File: src/rtl/bcd_scan_pkg.sv
// ---------------------------------------------------------------------------
// bcd_scan_pkg
// Shared constants and helpers for the BCD counter / display scanner.
//   BCD_MAX       largest legal BCD digit value
//   DIGIT_BLANK   code sent to the seven-segment decoder for a dark digit
//   presc_width() register width needed to count 0..div-1 (at least 1 bit)
// ---------------------------------------------------------------------------
package bcd_scan_pkg;

    localparam logic [3:0] BCD_MAX     = 4'd9;
    localparam logic [3:0] DIGIT_BLANK = 4'hF;

    function automatic int presc_width(input int div);
        return (div <= 2) ? 1 : $clog2(div);
    endfunction

endpackage

File: src/rtl/bcd_count_scan_digit.sv
// ---------------------------------------------------------------------------
// bcd_digit
// One BCD digit (0..9) with increment, decrement and synchronous clear.
//   clk, rst   clock, asynchronous active-high reset
//   clr        synchronous clear, wins over inc/dec
//   inc, dec   step this digit up / down (mutually exclusive by construction)
//   digit      current BCD value
//   carry      inc while at 9: digit rolls to 0, next digit must increment
//   borrow     dec while at 0: digit rolls to 9, next digit must decrement
// ---------------------------------------------------------------------------
module bcd_digit
    import bcd_scan_pkg::*;
(
    input  logic       clk,
    input  logic       rst,
    input  logic       clr,
    input  logic       inc,
    input  logic       dec,
    output logic [3:0] digit,
    output logic       carry,
    output logic       borrow
);

    // Combinational so a ripple across all digits resolves in one step cycle.
    assign carry  = inc && (digit == BCD_MAX);
    assign borrow = dec && (digit == 4'd0);

    always_ff @(posedge clk or posedge rst) begin
        if (rst) begin
            digit <= 4'd0;
        end else if (clr) begin
            digit <= 4'd0;
        end else if (inc) begin
            digit <= carry ? 4'd0 : digit + 4'd1;
        end else if (dec) begin
            digit <= borrow ? BCD_MAX : digit - 4'd1;
        end
    end

endmodule

File: src/rtl/bcd_count_scan.sv
// ---------------------------------------------------------------------------
// bcd_count_scan
// Multi-digit BCD up/down counter driving a time-multiplexed display.
//   clk    system clock
//   rst    asynchronous active-high reset
//   en     count enable (prescaler runs and steps apply only while high)
//   up     direction: 1 = increment, 0 = decrement
//   clr    synchronous clear of count, count prescaler and wrap
//   count  full BCD value, digit 0 in bits [3:0]
//   wrap   one-cycle pulse coinciding with the wrapped count value
//   AN     active-low digit select, exactly one bit low
//   Q      BCD code of the selected digit, 4'hF when blanked
// ---------------------------------------------------------------------------
module bcd_count_scan
    import bcd_scan_pkg::*;
#(
    parameter int DIGITS   = 4,
    parameter int TICK_DIV = 100000000,
    parameter int SCAN_DIV = 100000,
    parameter int BLANK_LZ = 1
) (
    input  logic                  clk,
    input  logic                  rst,
    input  logic                  en,
    input  logic                  up,
    input  logic                  clr,
    output logic [4*DIGITS-1:0]   count,
    output logic                  wrap,
    output logic [DIGITS-1:0]     AN,
    output logic [3:0]            Q
);

    localparam int TW = presc_width(TICK_DIV);
    localparam int SW = presc_width(SCAN_DIV);
    localparam int IW = presc_width(DIGITS);

    localparam logic [TW-1:0] TICK_LAST = TW'(TICK_DIV - 1);
    localparam logic [SW-1:0] SCAN_LAST = SW'(SCAN_DIV - 1);
    localparam logic [IW-1:0] IDX_LAST  = IW'(DIGITS - 1);

    // ---------------- count prescaler ----------------
    logic [TW-1:0] tick_cnt;
    logic          step;

    assign step = en && (tick_cnt == TICK_LAST);

    always_ff @(posedge clk or posedge rst) begin
        if (rst) begin
            tick_cnt <= '0;
        end else if (clr) begin
            tick_cnt <= '0;
        end else if (en) begin
            tick_cnt <= step ? '0 : tick_cnt + TW'(1);
        end
    end

    // ---------------- digit chain ----------------
    // inc_c/dec_c[i] steps digit i; the top entry is the carry/borrow out of
    // the most significant digit, which is exactly the wrap condition.
    logic [DIGITS:0] inc_c;
    logic [DIGITS:0] dec_c;

    assign inc_c[0] = step && up;
    assign dec_c[0] = step && !up;

    for (genvar g = 0; g < DIGITS; g++) begin : g_digit
        bcd_digit u_digit (
            .clk    (clk),
            .rst    (rst),
            .clr    (clr),
            .inc    (inc_c[g]),
            .dec    (dec_c[g]),
            .digit  (count[4*g +: 4]),
            .carry  (inc_c[g+1]),
            .borrow (dec_c[g+1])
        );
    end

    // Registered alongside the digits so it is high while count shows the
    // wrapped value.
    always_ff @(posedge clk or posedge rst) begin
        if (rst) begin
            wrap <= 1'b0;
        end else if (clr) begin
            wrap <= 1'b0;
        end else begin
            wrap <= inc_c[DIGITS] || dec_c[DIGITS];
        end
    end

    // ---------------- display scan ----------------
    logic [SW-1:0]     scan_cnt;
    logic              scan_adv;
    logic [IW-1:0]     idx;
    logic [IW-1:0]     idx_nxt;
    logic [DIGITS-1:0] upper_zero;
    logic [3:0]        sel_digit;
    logic              sel_blank;
    logic [3:0]        q_nxt;

    assign scan_adv = (scan_cnt == SCAN_LAST);

    always_comb begin
        idx_nxt = idx;
        if (scan_adv) begin
            idx_nxt = (idx == IDX_LAST) ? '0 : idx + IW'(1);
        end
    end

    // upper_zero[i]: digits i..DIGITS-1 are all zero (leading-zero run).
    always_comb begin
        upper_zero = '0;
        upper_zero[DIGITS-1] = (count[4*(DIGITS-1) +: 4] == 4'd0);
        for (int i = DIGITS - 2; i >= 0; i--) begin
            upper_zero[i] = upper_zero[i+1] && (count[4*i +: 4] == 4'd0);
        end
    end

    // AN/Q are built from the index they are about to show so both change
    // on the same edge as the index itself.
    always_comb begin
        sel_digit = 4'd0;
        sel_blank = 1'b0;
        for (int i = 0; i < DIGITS; i++) begin
            if (idx_nxt == IW'(i)) begin
                sel_digit = count[4*i +: 4];
                sel_blank = (i != 0) && upper_zero[i];
            end
        end
        q_nxt = ((BLANK_LZ != 0) && sel_blank) ? DIGIT_BLANK : sel_digit;
    end

    always_ff @(posedge clk or posedge rst) begin
        if (rst) begin
            scan_cnt <= '0;
            idx      <= '0;
            AN       <= ~DIGITS'(1);
            Q        <= 4'h0;
        end else begin
            scan_cnt <= scan_adv ? '0 : scan_cnt + SW'(1);
            idx      <= idx_nxt;
            AN       <= ~(DIGITS'(1) << idx_nxt);
            Q        <= q_nxt;
        end
    end

endmodule

File: config.mk
export PLATFORM = sky130hd
export DESIGN_NAME = bcd_count_scan
export DESIGN_NICKNAME = d
export VERILOG_FILES = /design/src/rtl/bcd_scan_pkg.sv /design/src/rtl/bcd_count_scan_digit.sv /design/src/rtl/bcd_count_scan.sv
export SDC_FILE = /design/constraint.sdc
export NUM_CORES = 1
export LEC_CHECK = 0
export BUFFER_PORTS_ARGS = -buffer_cell sky130_fd_sc_hd__buf_2
export CAP_MARGIN = 20
export CORE_MARGIN = 2
export CORE_UTILIZATION = 57
export CTS_CLUSTER_DIAMETER = 30
export DETAILED_ROUTE_END_ITERATION = 12
export PLACE_DENSITY = 0.77
export SETUP_SLACK_MARGIN = 0.2
export SLEW_MARGIN = 30
export SYNTH_ARGS = -nofsm -noshare
export SYNTH_HDL_FRONTEND = slang
export SYNTH_SLANG_ARGS = --single-unit
File: constraint.sdc
create_clock -name clk -period 3.39 [get_ports clk]
set_input_delay 0.8475 -clock clk [delete_from_list [all_inputs] [get_ports clk]]
set_output_delay 0.8475 -clock clk [all_outputs]
set_load 0.01 [all_outputs]
# == Word level (Yosys, flattened, before mapping) ==
# Cells that the tools add are included.
# classes
n_shift,1
add_sub_neg,11
n_eq_ne,10
n_reduce_logical,25
muxes,35
bitwise,1
# ops
op,n
2-to-1 mux 4 bit,25
2-to-1 mux 27 bit,3
adder 27 x 1 -> 27 bit (second input constant),1
== test 27 bit (second input constant),1
adder 17 x 1 -> 17 bit (second input constant),1
== test 17 bit (second input constant),1
2-to-1 mux 17 bit,1
adder 4 x 1 -> 4 bit (second input constant),4
== test 4 bit (second input constant),4
logical NOT 4 bit,4
subtractor 4 x 1 -> 4 bit (second input constant),4
logical AND 1 bit,13
nonzero test 3 bit,4
== test 2 bit (second input constant),3
2-to-1 mux 1 bit,4
2-to-1 mux 2 bit,2
NOT 4 bit,1
<< shifter 1 x 2 -> 4 bit (first input constant),1
adder 2 x 1 -> 2 bit (second input constant),1
== test 2 x 1 -> 1 bit (second input constant),1
logical NOT 2 bit,1
nonzero test 2 bit,1
logical NOT 1 bit,1
logical OR 1 bit,1
# word_totals
elab_cells,93
regBits,71
out_inout_bits,25

# == Depth between registers and ports, before layout ==
# Gate-level depths: netlist of the first run.
# depth
word_depth,11
ltp_mapped,8
mapped_depth_nobuf,7

# == Modules after synthesis ==
# Synthesis of the first run repeated with hierarchy kept, for this count alone.
# unflattened
cells_unflattened,471
hier_area_um2,4444.3
# modules_own_cells
mod,seq_area_each_um2,n_inst,cells_per_inst,area_each_um2
bcd_count_scan,1380.1,1,299,2897.8
bcd_digit,100.1,4,43,386.6

# == Least setup slack after synthesis of the first run ==
# Ideal clock, no wire load.
# synth_timing
path_type,input to register
from,input port up
to,register g_digit[2].u_digit.digit[0]
arrival_time_ps,2428
path_slack_ps,884
n_path_buf,2
cell_stages,6
required_time_ps,3312
path_cell_list,clkbuf_1 -> nor4b_1 -> clkbuf_1 -> nand3_1 -> a221o_1 -> a21oi_1
# synth_between
elab_chain_cells,9
word_cells_on_any_way,15
# synth_rtl
element,line,rtl
from (decl),bcd_count_scan.sv:25,"input logic up,"
logical NOT 1 bit,bcd_count_scan.sv:64,assign dec_c[0] = step && !up;
logical AND 1 bit,bcd_count_scan.sv:64,
logical AND 1 bit (3 in a row),bcd_count_scan_digit.sv:26,assign borrow = dec && (digit == 4'd0);
2-to-1 mux 4 bit,bcd_count_scan_digit.sv:36,digit <= borrow ? BCD_MAX : digit - 4'd1;
2-to-1 mux 4 bit,bcd_count_scan_digit.sv:35,end else if (dec) begin
2-to-1 mux 4 bit,bcd_count_scan_digit.sv:33,end else if (inc) begin
2-to-1 mux 4 bit,bcd_count_scan_digit.sv:31,end else if (clr) begin
to (signal assigned),bcd_count_scan_digit.sv:34,digit <= carry ? 4'd0 : digit + 4'd1;
to (signal assigned),bcd_count_scan_digit.sv:36,
to (decl),bcd_count_scan_digit.sv:19,"output logic [3:0] digit,"
# Several ways; a longest one is shown, not always the timed one. The select of a mux whose other input is x is not followed.
# A chain may end at the register's enable or synchronous reset.

# == Worst setup path after layout of the first run ==
# layout_timing
from,register scan_cnt[0]
to,register Q[2]
# layout_between
elab_chain_cells,8
word_cells_on_any_way,14
# layout_rtl
element,line,rtl
from (decl),bcd_count_scan.sv:92,logic [SW-1:0] scan_cnt;
from (signal assigned),bcd_count_scan.sv:140,scan_cnt <= scan_adv ? '0 : scan_cnt + SW'(1);
== test 17 bit *,bcd_count_scan.sv:101,assign scan_adv = (scan_cnt == SCAN_LAST);
2-to-1 mux 2 bit *,bcd_count_scan.sv:105,if (scan_adv) begin
net idx_nxt[0],bcd_count_scan.sv:95,logic [IW-1:0] idx_nxt;
logical NOT 2 bit,bcd_count_scan.sv:125,if (idx_nxt == IW'(i)) begin
2-to-1 mux 4 bit (4 in a row),bcd_count_scan.sv:125,
2-to-1 mux 4 bit *,bcd_count_scan.sv:130,q_nxt = ((BLANK_LZ != 0) && sel_blank) ? DIGIT_BLANK : sel_digit;
net q_nxt[2],bcd_count_scan.sv:99,logic [3:0] q_nxt;
to (signal assigned),bcd_count_scan.sv:143,Q <= q_nxt;
to (decl),bcd_count_scan.sv:30,output logic [3:0] Q
# The timed path passes the listed nets; every way through them passes the cells marked *.

==> results of run 1 <==
[cells in the mapped netlist, types with 4 or more instances]
cell and n:
a211oi_1 15, a21oi_1 23, a31oi_1 6, and3_1 6, and4_1 4, clkbuf_1 24, dfrtp_1 68, ha_1 18
inv_1 18, mux2i_1 13, nand2_1 42, nand2b_1 7, nand3_1 34, nand3b_1 4, nand4_1 10, nor2_1 50
nor3_1 10, nor3b_1 4, nor4_1 5, o21ai_0 19, o22ai_1 7, o31ai_1 4, or3_1 7, xnor2_1 10
xor2_1 26
[state kept, by name, summed over array words and instances (netlist names)]
| name | count |
|---|---|
| tick_cnt | 27 |
| scan_cnt | 17 |
| g_digit.u_digit.digit | 16 |
| AN | 4 |
| Q | 4 |
| idx | 2 |
| wrap | 1 |
[per-stage QoR]
step | cell area (µm²) | std cells | worst slack (ns) | hold slack (ns) | power (mW)
2_1_floorplan | 4290 | 477 | 0.751 | 0.455 | 0.907
3_3_place_gp | 4520 | 588 | 0.632 | 0.468 | 0.926
3_5_place_dp | 4520 | 588 | 0.528 | 0.480 | 0.927
4_1_cts | 4790 | 604 | 0.728 | 0.494 | 1.84
5_1_grt | 4790 | 604 | 0.440 | 0.515 | 1.87
6_report | 4790 | 604 | 0.701 | 0.487 | 1.82
[report_power, final]
part / switching, mW / internal [mW] / leakage [nW]
registers: 0.00216 / 0.848 / 0.966
clock network: 0.327 / 0.585 / 0.134
logic: 0.0438 / 0.0153 / 0.937
total: 0.373 / 1.45 / 2.04
[cell families (layout without fill, tap and decap cells)]
group / after synthesis / count (layout) / share of synthesized area
buf+inv: 44 / 72 / 0.0391
compound gates: 94 / 94 / 0.141
fa+ha+maj: 18 / 18 / 0.0526
xor+xnor: 36 / 36 / 0.0736
mux: 14 / 14 / 0.0356
flops: 71 / 71 / 0.415
simple gates: 200 / 200 / 0.243
[worst max path at each step]
stage,to,depth (start not counted)
after floorplan,AN[0]$_DFF_PP0_,1
final,Q[2]$_DFF_PP0_,7
after detailed placement,g_digit[1].u_digit.digit[2]$_DFFE_PP0P_,6
after CTS,Q[3]$_DFF_PP0_,7
after global placement,g_digit[1].u_digit.digit[2]$_DFFE_PP0P_,6
after global routing,Q[3]$_DFF_PP0_,7
[cell usage in the layout (no fill, tap or decap), drive strengths merged, types with 4 or more instances in the layout]
cell and n:
a211oi 15, nor4 5, and3 6, o21ai 19, bufinv 4, nor3 10, o22ai 7, nand2b 7
or3 8, nand4 11, and4 4, a31oi 6, dfrtp 68, inv 18, a21oi 23, buf 38
xor2 26, mux2i 13, nand2 42, nand3b 4, clkbuf 11, nor3b 4, o31ai 4, xnor2 10
ha 18, nor2 50, nand3 34
[per-layer routing]
metal / routed length [µm] / global-route usage
met3: 572 / 0.0467
met4: 132 / 0.0795
met1: 4410 / 0.349
met2: 4460 / 0.371
met5: 0 / 0
[critical path: stages (launching register included)]
cell and delay [ns]:
dfrtp_1 0.40, ha_1 0.22, and4_1 0.24, and4_1 0.56, mux2i_1 0.48, inv_1 0.20, a21oi_1 0.31, o22ai_1 0.15
[final cells by class]
class	count	area (µm²)
Inverter	18	67.6
Multi-Input combinational cell	362	2340
Tap cell	99	124
Clock inverter	5	129
Fill cell	600	2460
Timing Repair Buffer	38	213
Sequential cell	71	1780
Clock buffer	11	141
==> metrics, run 1 <==
H-tree depth=3; Worst setup startpoint=scan_cnt[0]$_DFF_PP0_; DIE AREA=8230 µm²; status=complete, no violations; Final Cycle Share=0.793; latest clock arrival within the worst-skew pair=0.35 ns; Hold Path End=scan_cnt[14]$_DFF_PP0_; Resized Gates After CTS=0; initial drt markers=337; via count=3687; VDD IR max=0.000411 V; clock tree root buffer cell=clkbuf_8; reg2reg end=Q[2]$_DFF_PP0_; Routed Antenna Nets=0; clock-pin slew on the worst setup and hold paths=0.07 ns; crit path DAT=2.90 ns; CP Capture Type=flip-flop; Clock Tree Buf Depth=2; number of synthesized flops with an enable pin=0; initial antenna violation count=0; Port Buf Inserts=29; Post-CTS Setup Bufs=0; Die Wd=90.7 µm; Final Hold Viols=0; Synth Register Bits=71; Min-Delay Startpoint=scan_cnt[14]$_DFF_PP0_; row count=31; layout cells sized above 1=0.121; static leakage=2.04 nW; top-area cell type share of the netlist area=0.397; synthesized net count=500; Post-Syn Instances=477; Final Setup Violations=0; R2R Path Start=scan_cnt[0]$_DFF_PP0_; synth top area cells=dfrtp_1, xor2_1, ha_1; CTS tree=yes; Fin Setup TNS=0 ns; routed vias/inst=6.10; Setup CP Type=reg -> reg; TritonCTS Buffers=9; DR WL/cell=15.9 µm; Max Cap Viol=0; worst hold path class=reg -> reg; synthesis-to-finish area growth=11.8%; # IOs=30; TritonCTS sink count=71; internal reg-to-reg setup slack=0.70 ns; worst path required time=3.60 ns; Starting Density=0.591; first-pass GRT wire length=16300 µm; RSZ-0062 raised after global routing=false; min Tclk post-route=2.69 ns; pwr dens=380 nW/µm²; total track usage=0.243; crit start category=flip-flop; Primary FF master, synth=dfrtp_1; core area=7250 µm²; post-synthesis sequential area ratio=0.415; GRT Residual Overflow=0; r2r worst-path depth=7; slew margin rel.=0.390; hold_buf cts=0; dpl hpwl=6740 µm; DRT Pass-1 Iters=5; drt drc=0; CP max FO=15; Worst-Margin Slew=0.907 ns; largest net degree at the start of global routing=27; placer congestion estimate=0.839; yosys warns=0; vias in the first global route=3379; Syn Area/Cell=8.98 µm²; chip height=90.7 µm; Async S/R FF share, synth=1.00; post-synth top area cell=dfrtp_1; post-synth cell types=51; Max Fclk=0.372 GHz; fin. max-slew vios=0; WL final=9580 µm; # diodes=0; clock skew=0.00996 ns; Post-layout nets=523; Synth Cell Area=4290 µm²; fin util=0.661; Hold Path Stages=1
No activity file was read; power rests on OpenSTA's default activity.
==> run 2: changes to the inputs <==
ABC_AREA = 1   (was default)
clock period = 2.6 ns   (was 3.39 ns; I/O delays follow)
==> run 2 against run 1 <==
  * Flip-flop and latch count unchanged
  * Non-clock buffer count down 5
  * Clock power down 4.3%
  * Sequential power up 31%
  * Combinational power up 10%
  * Global-route usage up 1.1 points
  * Critical path depth up 3
  * Synthesized cell count up 31%
  * Hold slack worse by 0.20 ns
  * Utilization down 2.5 points
  * Critical endpoint is now g_digit[3].u_digit.digit[2]$_DFFE_PP0P_
  * Largest cell class unchanged
==> metrics, run 2 <==
R2R Path Start=g_digit[0].u_digit.digit[1]$_DFFE_PP0P_; placer congestion estimate=0.909; Net Switching=458 µW; total track usage=0.254; clock skew=0.0123 ns; synthesis-to-finish area growth=9.63%; post-synth top area cell=dfrtp_1; status=complete, no violations; number of synthesized flops with an enable pin=0; Crit path largest cell delay=0.46 ns; most frequent cell after synthesis=nand2_1; hold_buf cts=0; Post-synth top cells=nand2_1, inv_1, nor2_1, nand3_1, dfrtp_1; sequential power share=0.542; CP cell instances=inv_1 > ha_1 > inv_1 > nor3_2 > inv_1 > nor2_4 > nand3_4 > a21oi_4 > nand2_1 > nand2_1; TritonCTS Buffers=9; Worst setup startpoint=g_digit[0].u_digit.digit[1]$_DFFE_PP0P_; # diodes=0; Met2 Wirelength=5160 µm; CP Capture Type=flip-flop; fin util=0.636; top-area cell type share of the netlist area=0.363; fin. max-slew vios=0; crit path DAT=2.37 ns; Clock Tree Buf Depth=2; routed vias/inst=5.50; largest net degree at the start of global routing=36; yosys warns=0; Final Hold Viols=0; dpl hpwl=7840 µm; Setup CP Type=reg -> reg; DIE AREA=8970 µm²; Placed Instance Area=4950 µm²; via count=4249; static leakage=2.54 nW; slew margin rel.=0.638; Primary FF master, synth=dfrtp_1; Internal=1.59 mW; Buf/Inv on CP=3; Port Buf Inserts=29; Final Cycle Share=0.799; Resized Gates After CTS=0; # IOs=30; Async S/R FF share, synth=1.00; H-tree depth=3; drt drc=0; latest clock arrival within the worst-skew pair=0.35 ns; Routed Antenna Nets=0; crit start category=flip-flop; initial drt markers=259; CP max FO=7; M1 WL=4840 µm; Synth Cell Area=4690 µm²; synthesized net count=650; max reg flops=27; Post-Syn Instances=627; pwr dens=398 nW/µm²; Synth Register Bits=71; worst path required time=2.89 ns; Max Used Layer=met4; worst setup margin=0.521 ns; leading cell type in the layout, fill and taps excluded=nand2_1; DR WL/cell=13.7 µm; chip height=94.7 µm; pre-CTS WS=0.402 ns; core area=8090 µm²; Starting Density=0.580; switching share of power=0.224; Max Fclk=0.481 GHz; post-synthesis sequential area ratio=0.379; Power Total=2.05 mW; Max Cap Viol=0; GRT Residual Overflow=0; post-synth cell types=46; row count=33; crit-path leading delay family=simple AND/OR/NAND/NOR gates; Fin Setup TNS=0 ns; worst hold path class=in -> async; top flop regs=tick_cnt x27, scan_cnt x17, g_digit.u_digit.digit x16; final instance area=5140 µm²; Post-CTS Setup Bufs=0; CP dominant cell by count=inv_1; clock-pin slew on the worst setup and hold paths=0.08 ns; most frequent cells in the layout=nand2_1, inv_1, nor2_1, nand3_1, dfrtp_1; synth top area cells=dfrtp_1, nand2_1, nand3_1; Final Setup Violations=0; TritonCTS sink count=71; vias in the first global route=4043; RSZ-0062 raised after global routing=false; largest register by flop count=tick_cnt; WL final=10600 µm; initial antenna violation count=0; first-pass GRT wire length=18100 µm; Crit-path slowest cell=dfrtp_1; min Tclk post-route=2.08 ns; DRT Pass-1 Iters=5; CTS tree=yes; power share of the clock group=0.426; Post-layout nets=685; Syn Area/Cell=7.48 µm²; Die Wd=94.7 µm; Comb power frac=0.032; Worst-Margin Slew=0.539 ns; clock tree root buffer cell=clkbuf_8; layout cells sized above 1=0.162; VDD IR max=0.000305 V; WL met3=438 µm
-- run 2: changes by cell type in the layout (fill, tap and decap cells not counted), sizes merged, moves of 9 or more --
cell / previous run / this run
nor3: 10 / 19
nand2: 42 / 138
xor2: 26 / 14
o21ai: 19 / 43
inv: 18 / 92
nand3: 34 / 75
nor2: 50 / 87
a211oi: 15 / 1
mux2i: 13 / 0
-- run 2: kinds of logic (layout without fill, tap and decap cells) --
kind of cell,after synthesis,in the layout,share of synthesized area
AO/OA/AOI/OAI,75,75,0.0939
XOR/XNOR,18,18,0.0336
adder cells (fa/ha/maj),18,18,0.0480
buffers and inverters,102,142,0.0851
flip-flops,71,71,0.379
AND/OR/NAND/NOR,343,343,0.360
-- run 2: worst reg2reg max path: stages (launching register included) --
cell,delay [ns]
dfrtp_1,0.46
inv_1,0.17
ha_1,0.19
inv_1,0.05
nor3_2,0.29
inv_1,0.20
nor2_4,0.20
nand3_4,0.13
a21oi_4,0.21
nand2_1,0.08
nand2_1,0.05
-- run 2: worst paths after layout --
kind,endpoint,slack (ns),cells after the start
worst max-delay path,g_digit[3].u_digit.digit[2]$_DFFE_PP0P_,0.52,10
worst min-delay path,scan_cnt[15]$_DFF_PP0_,0.29,2
worst max register to register,g_digit[3].u_digit.digit[2]$_DFFE_PP0P_,0.52,10
worst min register to register,scan_cnt[0]$_DFF_PP0_,0.46,1
max in group asynchronous,g_digit[0].u_digit.digit[0]$_DFFE_PP0P_,1.55,3
min in group clk,scan_cnt[0]$_DFF_PP0_,0.46,1
-- run 2: power by group through the flow --
stage	clock network [mW]	logic, mW	registers, mW
after floorplan	0	0.0425	1.13
after global placement	0	0.0654	1.13
after detailed placement	0	0.0673	1.13
after CTS	0.885	0.0674	1.11
after global routing	0.949	0.0747	1.11
final	0.873	0.0653	1.11
-- run 2: layout make-up --
type	instances	area [µm²]
repair buffers	33	175
fillers	719	2950
inverters	93	353
clock inverters	3	42.5
well taps	105	131
clock buffers	13	149
multi-input cells	454	2510
flip-flops and latches	71	1780
-- run 2: routing by layer --
| layer | GRT usage | up-vias |
|---|---|---|
| met2 | 0.420 | 112 |
| met5 | 0 | - |
| met3 | 0.0495 | 10 |
| met4 | 0.0749 | 0 |
| li1 | - | 2108 |
| met1 | 0.337 | 2019 |
-- run 2: through the flow --
step | cells | hold WS, ns
floorplan | 627 | 0.432
global placement | 756 | 0.450
detailed placement | 756 | 0.454
CTS | 772 | 0.302
global route | 772 | 0.304
finish | 772 | 0.289
